===== src/rtl/l2_arb_pkg.sv =====
// Shared types and address-field geometry for the two-core L2 bus arbiter.
package l2_arb_pkg;

  localparam int ADDR_W   = 15;
  localparam int TAG_W    = 5;
  localparam int INDEX_W  = 6;
  localparam int OFFSET_W = 4;

  typedef enum logic [1:0] {
    ARB_IDLE = 2'd0,
    OWN0     = 2'd1,
    OWN1     = 2'd2,
    RELEASE  = 2'd3
  } arb_state_t;

endpackage


===== src/rtl/sat_counter8.sv =====
// 8-bit event counter that sticks at 8'hFF instead of wrapping.
module sat_counter8 (
  input  logic       clk,
  input  logic       rst_n,
  input  logic       i_en,
  output logic [7:0] o_count
);

  logic [7:0] r_count;

  // NOTE: sequential state is written only with non-blocking assignments so
  // every flop samples pre-edge values regardless of block ordering.
  always_ff @(posedge clk or negedge rst_n) begin
    if (!rst_n) begin
      r_count <= 8'd0;
    end else if (i_en && (r_count != 8'hFF)) begin
      r_count <= r_count + 8'd1;
    end
  end

  assign o_count = r_count;

endmodule


===== src/rtl/l2_bus_arbiter.sv =====
// Two-core L2 bus arbiter: round-robin on conflict, one-cycle release gap,
// snoop broadcast to the non-owning core and saturating usage statistics.
module l2_bus_arbiter
  import l2_arb_pkg::*;
#(
  parameter int n       = 32,
  parameter int tag_w   = TAG_W,
  parameter int index_w = INDEX_W
) (
  input  logic               clk,
  input  logic               reset,
  input  logic               c0_read_request,
  input  logic               c1_read_request,
  input  logic               c0_write_request,
  input  logic               c1_write_request,
  input  logic [ADDR_W-1:0]  c0_word_address,
  input  logic [ADDR_W-1:0]  c1_word_address,
  input  logic [n-1:0]       c0_write_word,
  input  logic [n-1:0]       c1_write_word,
  output logic [n-1:0]       c0_read_word,
  output logic [n-1:0]       c1_read_word,
  output logic               c0_L2_busy,
  output logic               c1_L2_busy,
  output logic               c0_others_read_request,
  output logic               c0_others_write_request,
  output logic               c1_others_read_request,
  output logic               c1_others_write_request,
  output logic [tag_w-1:0]   c0_others_block_tag,
  output logic [tag_w-1:0]   c1_others_block_tag,
  output logic [index_w-1:0] c0_others_block_index,
  output logic [index_w-1:0] c1_others_block_index,
  output logic [ADDR_W-1:0]  mem_address,
  output logic [n-1:0]       mem_wdata,
  output logic               mem_re,
  output logic               mem_we,
  input  logic [n-1:0]       mem_rdata,
  input  logic               mem_busy,
  output logic [31:0]        arb_statistics
);

  arb_state_t r_state, w_state_next;
  logic       r_last_grant, w_last_grant_next;
  logic       w_conflict;
  logic       w_req0, w_req1, w_grant0, w_grant1, w_adv;
  logic [n-1:0] r_read_word0, r_read_word1;
  logic [7:0] w_grant0_cnt, w_grant1_cnt, w_conflict_cnt, w_snoop_cnt;

  assign w_req0   = c0_read_request | c0_write_request;
  assign w_req1   = c1_read_request | c1_write_request;
  assign w_grant0 = (r_state == OWN0);
  assign w_grant1 = (r_state == OWN1);
  assign w_adv    = ~mem_busy;

  always_ff @(posedge clk or negedge reset) begin
    if (!reset) begin
      r_state      <= ARB_IDLE;
      r_last_grant <= 1'b1;
    end else if (w_adv) begin
      r_state      <= w_state_next;
      r_last_grant <= w_last_grant_next;
    end
  end

  // NOTE: every variable driven here gets a default first so no path can
  // leave it unassigned and infer a latch.
  always_comb begin
    w_state_next      = r_state;
    w_last_grant_next = r_last_grant;
    w_conflict        = 1'b0;
    case (r_state)
      ARB_IDLE: begin
        if (w_req0 && w_req1) begin
          w_conflict        = 1'b1;
          w_state_next      = r_last_grant ? OWN0 : OWN1;
          w_last_grant_next = ~r_last_grant;
        end else if (w_req0) begin
          w_state_next = OWN0;
        end else if (w_req1) begin
          w_state_next = OWN1;
        end
      end
      OWN0:    if (!w_req0) w_state_next = RELEASE;
      OWN1:    if (!w_req1) w_state_next = RELEASE;
      RELEASE: w_state_next = ARB_IDLE;
      default: w_state_next = ARB_IDLE;
    endcase
  end

  // Reset gates the combinational outputs so they drop the instant reset falls.
  always_comb begin
    mem_address             = '0;
    mem_wdata               = '0;
    mem_re                  = 1'b0;
    mem_we                  = 1'b0;
    c0_L2_busy              = 1'b0;
    c1_L2_busy              = 1'b0;
    c0_others_read_request  = 1'b0;
    c0_others_write_request = 1'b0;
    c1_others_read_request  = 1'b0;
    c1_others_write_request = 1'b0;
    c0_others_block_tag     = '0;
    c0_others_block_index   = '0;
    c1_others_block_tag     = '0;
    c1_others_block_index   = '0;
    if (reset) begin
      c0_L2_busy = w_grant0 ? mem_busy : w_req0;
      c1_L2_busy = w_grant1 ? mem_busy : w_req1;
      case (r_state)
        OWN0: begin
          mem_address             = c0_word_address;
          mem_wdata               = c0_write_word;
          mem_re                  = c0_read_request;
          mem_we                  = c0_write_request & ~c0_read_request;
          c1_others_read_request  = c0_read_request;
          c1_others_write_request = c0_write_request;
          c1_others_block_tag     = c0_word_address[ADDR_W-1 -: tag_w];
          c1_others_block_index   = c0_word_address[OFFSET_W +: index_w];
        end
        OWN1: begin
          mem_address             = c1_word_address;
          mem_wdata               = c1_write_word;
          mem_re                  = c1_read_request;
          mem_we                  = c1_write_request & ~c1_read_request;
          c0_others_read_request  = c1_read_request;
          c0_others_write_request = c1_write_request;
          c0_others_block_tag     = c1_word_address[ADDR_W-1 -: tag_w];
          c0_others_block_index   = c1_word_address[OFFSET_W +: index_w];
        end
        default: ;
      endcase
    end
  end

  // Both read-word registers track the bus; only the unfrozen L1 consumes it.
  always_ff @(posedge clk or negedge reset) begin
    if (!reset) begin
      r_read_word0 <= '0;
      r_read_word1 <= '0;
    end else if (w_adv) begin
      r_read_word0 <= mem_rdata;
      r_read_word1 <= mem_rdata;
    end
  end

  assign c0_read_word = r_read_word0;
  assign c1_read_word = r_read_word1;

  sat_counter8 u_grant0_cnt (
    .clk     (clk),
    .rst_n   (reset),
    .i_en    (w_adv && (r_state == ARB_IDLE) && (w_state_next == OWN0)),
    .o_count (w_grant0_cnt)
  );

  sat_counter8 u_grant1_cnt (
    .clk     (clk),
    .rst_n   (reset),
    .i_en    (w_adv && (r_state == ARB_IDLE) && (w_state_next == OWN1)),
    .o_count (w_grant1_cnt)
  );

  sat_counter8 u_conflict_cnt (
    .clk     (clk),
    .rst_n   (reset),
    .i_en    (w_adv && w_conflict),
    .o_count (w_conflict_cnt)
  );

  sat_counter8 u_snoop_cnt (
    .clk     (clk),
    .rst_n   (reset),
    .i_en    (w_adv && ((w_grant0 && c0_write_request) || (w_grant1 && c1_write_request))),
    .o_count (w_snoop_cnt)
  );

  assign arb_statistics = {w_grant0_cnt, w_grant1_cnt, w_conflict_cnt, w_snoop_cnt};

endmodule


===== config.mk =====
export PLATFORM = sky130hd
export DESIGN_NAME = l2_bus_arbiter
export DESIGN_NICKNAME = d
export VERILOG_FILES = /design/src/rtl/l2_arb_pkg.sv /design/src/rtl/sat_counter8.sv /design/src/rtl/l2_bus_arbiter.sv
export SDC_FILE = /design/constraint.sdc
export NUM_CORES = 1
export LEC_CHECK = 0
export ABC_AREA = 0
export BUFFER_PORTS_ARGS = -buffer_cell sky130_fd_sc_hd__buf_2
export CAP_MARGIN = 0
export CORE_MARGIN = 8
export CORE_UTILIZATION = 38
export DETAILED_ROUTE_END_ITERATION = 16
export PLACE_DENSITY_LB_ADDON = 0.15
export SLEW_MARGIN = 10
export SYNTH_ARGS = -nofsm -noshare
export SYNTH_HDL_FRONTEND = slang
export SYNTH_HIERARCHICAL = 1
export SYNTH_SLANG_ARGS = --single-unit

===== constraint.sdc =====
create_clock -name clk -period 2 [get_ports clk]
set_input_delay 0.3 -clock clk [delete_from_list [all_inputs] [get_ports clk]]
set_output_delay 0.3 -clock clk [all_outputs]
set_load 0.02 [all_outputs]

==> run metrics <==
status=finished with violations; failing checks=setup timing; Post-synth top cells=dfrtp_1 (66), nor2_1 (57), a22oi_1 (49); IO Port Bufs=305; worst path arrival time=1.98 ns; Mapped Area=approximately 0.0042 mm^2; Root Buffer Master=clkbuf_8; ANT nets after route=0; number of synthesized flops with an enable pin=0; largest cells by area after synthesis=dfrtp_1 (39%), a22oi_1 (8.7%), mux2_2 (8.5%); drt wl/cell=24.0 um; CP max FO=8; Max Fclk=approximately 0.44 GHz; Rows=38; RSZ-0062 raised after global routing=yes; fillers=just over 700; Synth cell types=44; CTS buffer count=9; CP Class=reg2out; # DRC=0; Clock Tree Buf Depth=2; Synth Register Bits=between 60 and 70; Startpoint Class=flop; nets@finish=907; VDD IR max=0.000863 V; FFs w/ async S/R, synth=100%; CP endpoint kind=output pin; largest net degree at the start of global routing=50; most frequent cell after synthesis=dfrtp_1; final setup fails=a little over 90; clock power share=12.3%; die area=around 0.015 mm^2; Die Ht=122 um; share of layout cells above drive strength 1=77.8%; sw frac=a little over two fifths; vias per cell=5.57; core area=between 0.01 and 0.015 mm^2; Initial Util=39.0%; Switch Pwr=around 4.6 mW; Pre-Repair DR Iteration Count=5; met3 Resource Use GR=5.55%; P per Cell Area=~1300 mW/mm^2; Slew Limit Fails=0; Setup WS post-layout=-0.283 ns; M1 GR Usage=around 28%; Seq/Total Area, Yosys=39.5%; Ys Warns=6; Synth top area share=roughly 40%; CTS sink count=67; vias=5096; Die Width=approximately 120 um; Relative slew margins=between 50% and 60%; gr usage total=between 20% and 30%; min-delay worst type=in2reg; Gate Count Post-Synth=429; Internal=5.95 mW; clock slew at reported path FFs=0.08 ns; Primary FF master, synth=dfrtp_1; H-tree depth=3; Mapped Avg Cell Area=between 9 and 10 um^2; CTS tree=built; max-cap violation count=0; Setup Skew=0.0117 ns; I/O pin cnt=306; combinational group share of total power=69.6%; power share of the sequential group=18.1%; Routed WL=between 20000 and 25000 um; fin crit period=2.28 ns; Final period util=114%; initial antenna violation count=6; pre-CTS setup slack=-0.265 ns; Final Wtd Congestion=0.942; Yosys top cell by area=dfrtp_1; Syn Nets=572; DR iter-0 viols=412; Layout Utilization=75.5%; global route hottest layer=met2; global route overflow=0; Area growth, synth to finish=93.6%; Worst-Margin Slew=between 0.6 and 0.7 ns; vias in the first global route=4848; M2 GR Usage=44.2%; static leakage=approximately 3.8 nW; first-pass GRT wire length=roughly 29000 um; Final Hold Viols=0; Clk Latency, worst-skew pair=0.34 ns; dpl hpwl=13600 um; CP required=1.70 ns
-- kinds of logic after synthesis --
| group | count (synthesis) | synth area share (%) |
|---|---|---|
| AO/OA/AOI/OAI | 109 | 19.5 |
| buffers and inverters | 65 | 8.84 |
| AND/OR/NAND/NOR | 129 | 16.4 |
| XOR/XNOR | 9 | 1.86 |
| multiplexers | 40 | 11.0 |
| adder cells (fa/ha/maj) | 10 | 2.95 |
| flip-flops | 67 | 39.5 |
-- worst max-delay path: stages, from the launching register on --
cell       delay (ns)
dfrtp_1          0.43
buf_6            0.14
buf_6            0.11
ha_4             0.18
clkbuf_16        0.17
clkbuf_16        0.17
a22oi_2          0.24
nor2_4           0.06
buf_6            0.14
-- routing by layer --
metal | wire length [um] | share of wire (%) | vias up
li1 | - | - | 2252
met1 | 7750 | 35 | 2523
met2 | 11800 | 54 | 257
met3 | 1640 | 7.4 | 62
met4 | 802 | 3.7 | 2
met5 | 12 | 0.055 | -
-- cells in the final DEF (no fill, tap or decap), types with 9 or more instances in the layout --
cell type  Yosys  final
and3_4         4     25
a21oi_1       12      9
buf_16         0      9
nor2_4         0     37
buf_2          9    227
dfrtp_1       66     66
mux2_2        32     32
a22oi_2        0     48
buf_6          0     83
clkbuf_8       0     11
buf_4         32     48
nor2_1        57     19
-- worst paths after layout --
| kind | from | endpoint | slack, ns | depth (start not counted) |
|---|---|---|---|---|
| worst max-delay path | r_state[0]$_DFFE_PN0N_ | mem_address[8] | -0.28 | 8 |
| worst min-delay path | mem_rdata[1] | c0_read_word[1]$_DFFE_PN0N_ | 0.18 | 2 |
| worst max register to register | r_state[0]$_DFFE_PN0N_ | u_grant1_cnt/o_count[5]$_DFFE_PN0P_ | -0.24 | 9 |
| worst min register to register | c0_read_word[4]$_DFFE_PN0N_ | c0_read_word[4]$_DFFE_PN0N_ | 0.53 | 1 |
| max in group asynchronous | reset | u_snoop_cnt/o_count[0]$_DFFE_PN0P_ | 0.60 | 4 |
| min in group asynchronous | reset | c0_read_word[12]$_DFFE_PN0N_ | 0.52 | 3 |
-- registers in the layout, summed over array words and instances (netlist names) --
signal / cells
c0_read_word: 32
r_last_grant: 1
r_state: 2
u_conflict_cnt/o_count: 8
u_grant0_cnt/o_count: 8
u_grant1_cnt/o_count: 8
u_snoop_cnt/o_count: 8
-- power groups by stage --
stage,logic (mW),registers [mW],clock network [mW]
after floorplan,2.21,2.13,0
after detailed placement,3.93,1.92,0
after global routing,7.62,1.95,1.39
after CTS,5.89,1.89,1.32
final,7.34,1.91,1.30
after global placement,3.85,1.90,0
-- layout make-up --
type / instances / area (um^2) / area share (%)
multi-input combinational: 297 / 3090 / 37.6
timing repair buffer: 382 / 3010 / 36.6
sequential: 67 / 1680 / 20.4
tap: 140 / 175 / 2.13
clock buffer: 12 / 155 / 1.89
clock inverter: 4 / 72.6 / 0.883
inverter: 7 / 26.3 / 0.320
antenna: 6 / 15.0 / 0.183
-- through the flow --
| stage | TNS (ns) | hold WS [ns] | power, mW | area [um^2] | cells |
|---|---|---|---|---|---|
| after global routing | -22.24 | 0.161 | 11.0 | 8220 | 915 |
| after floorplan | -0.154 | 0.00441 | 4.35 | 4270 | 429 |
| final | -14.41 | 0.184 | 10.5 | 8220 | 915 |
| after CTS | -11.07 | 0.162 | 9.10 | 7320 | 895 |
| after detailed placement | -5.77 | 0.292 | 5.85 | 5970 | 855 |
| after global placement | -2.19 | 0.288 | 5.76 | 5970 | 855 |
-- repair_timing --
| item | 4_1_cts | 5_1_grt |
|---|---|---|
| pin swaps | 23 | 55 |
| hold buffers | 1 | 0 |
| setup buffers | 14 | 10 |
| gates cloned | 9 | 6 |
| hold endpoints to repair | 20 | 0 |
| resized for setup | 206 | 163 |
| setup endpoints to repair | 101 | 102 |
Power figures use the tool's default switching activity.
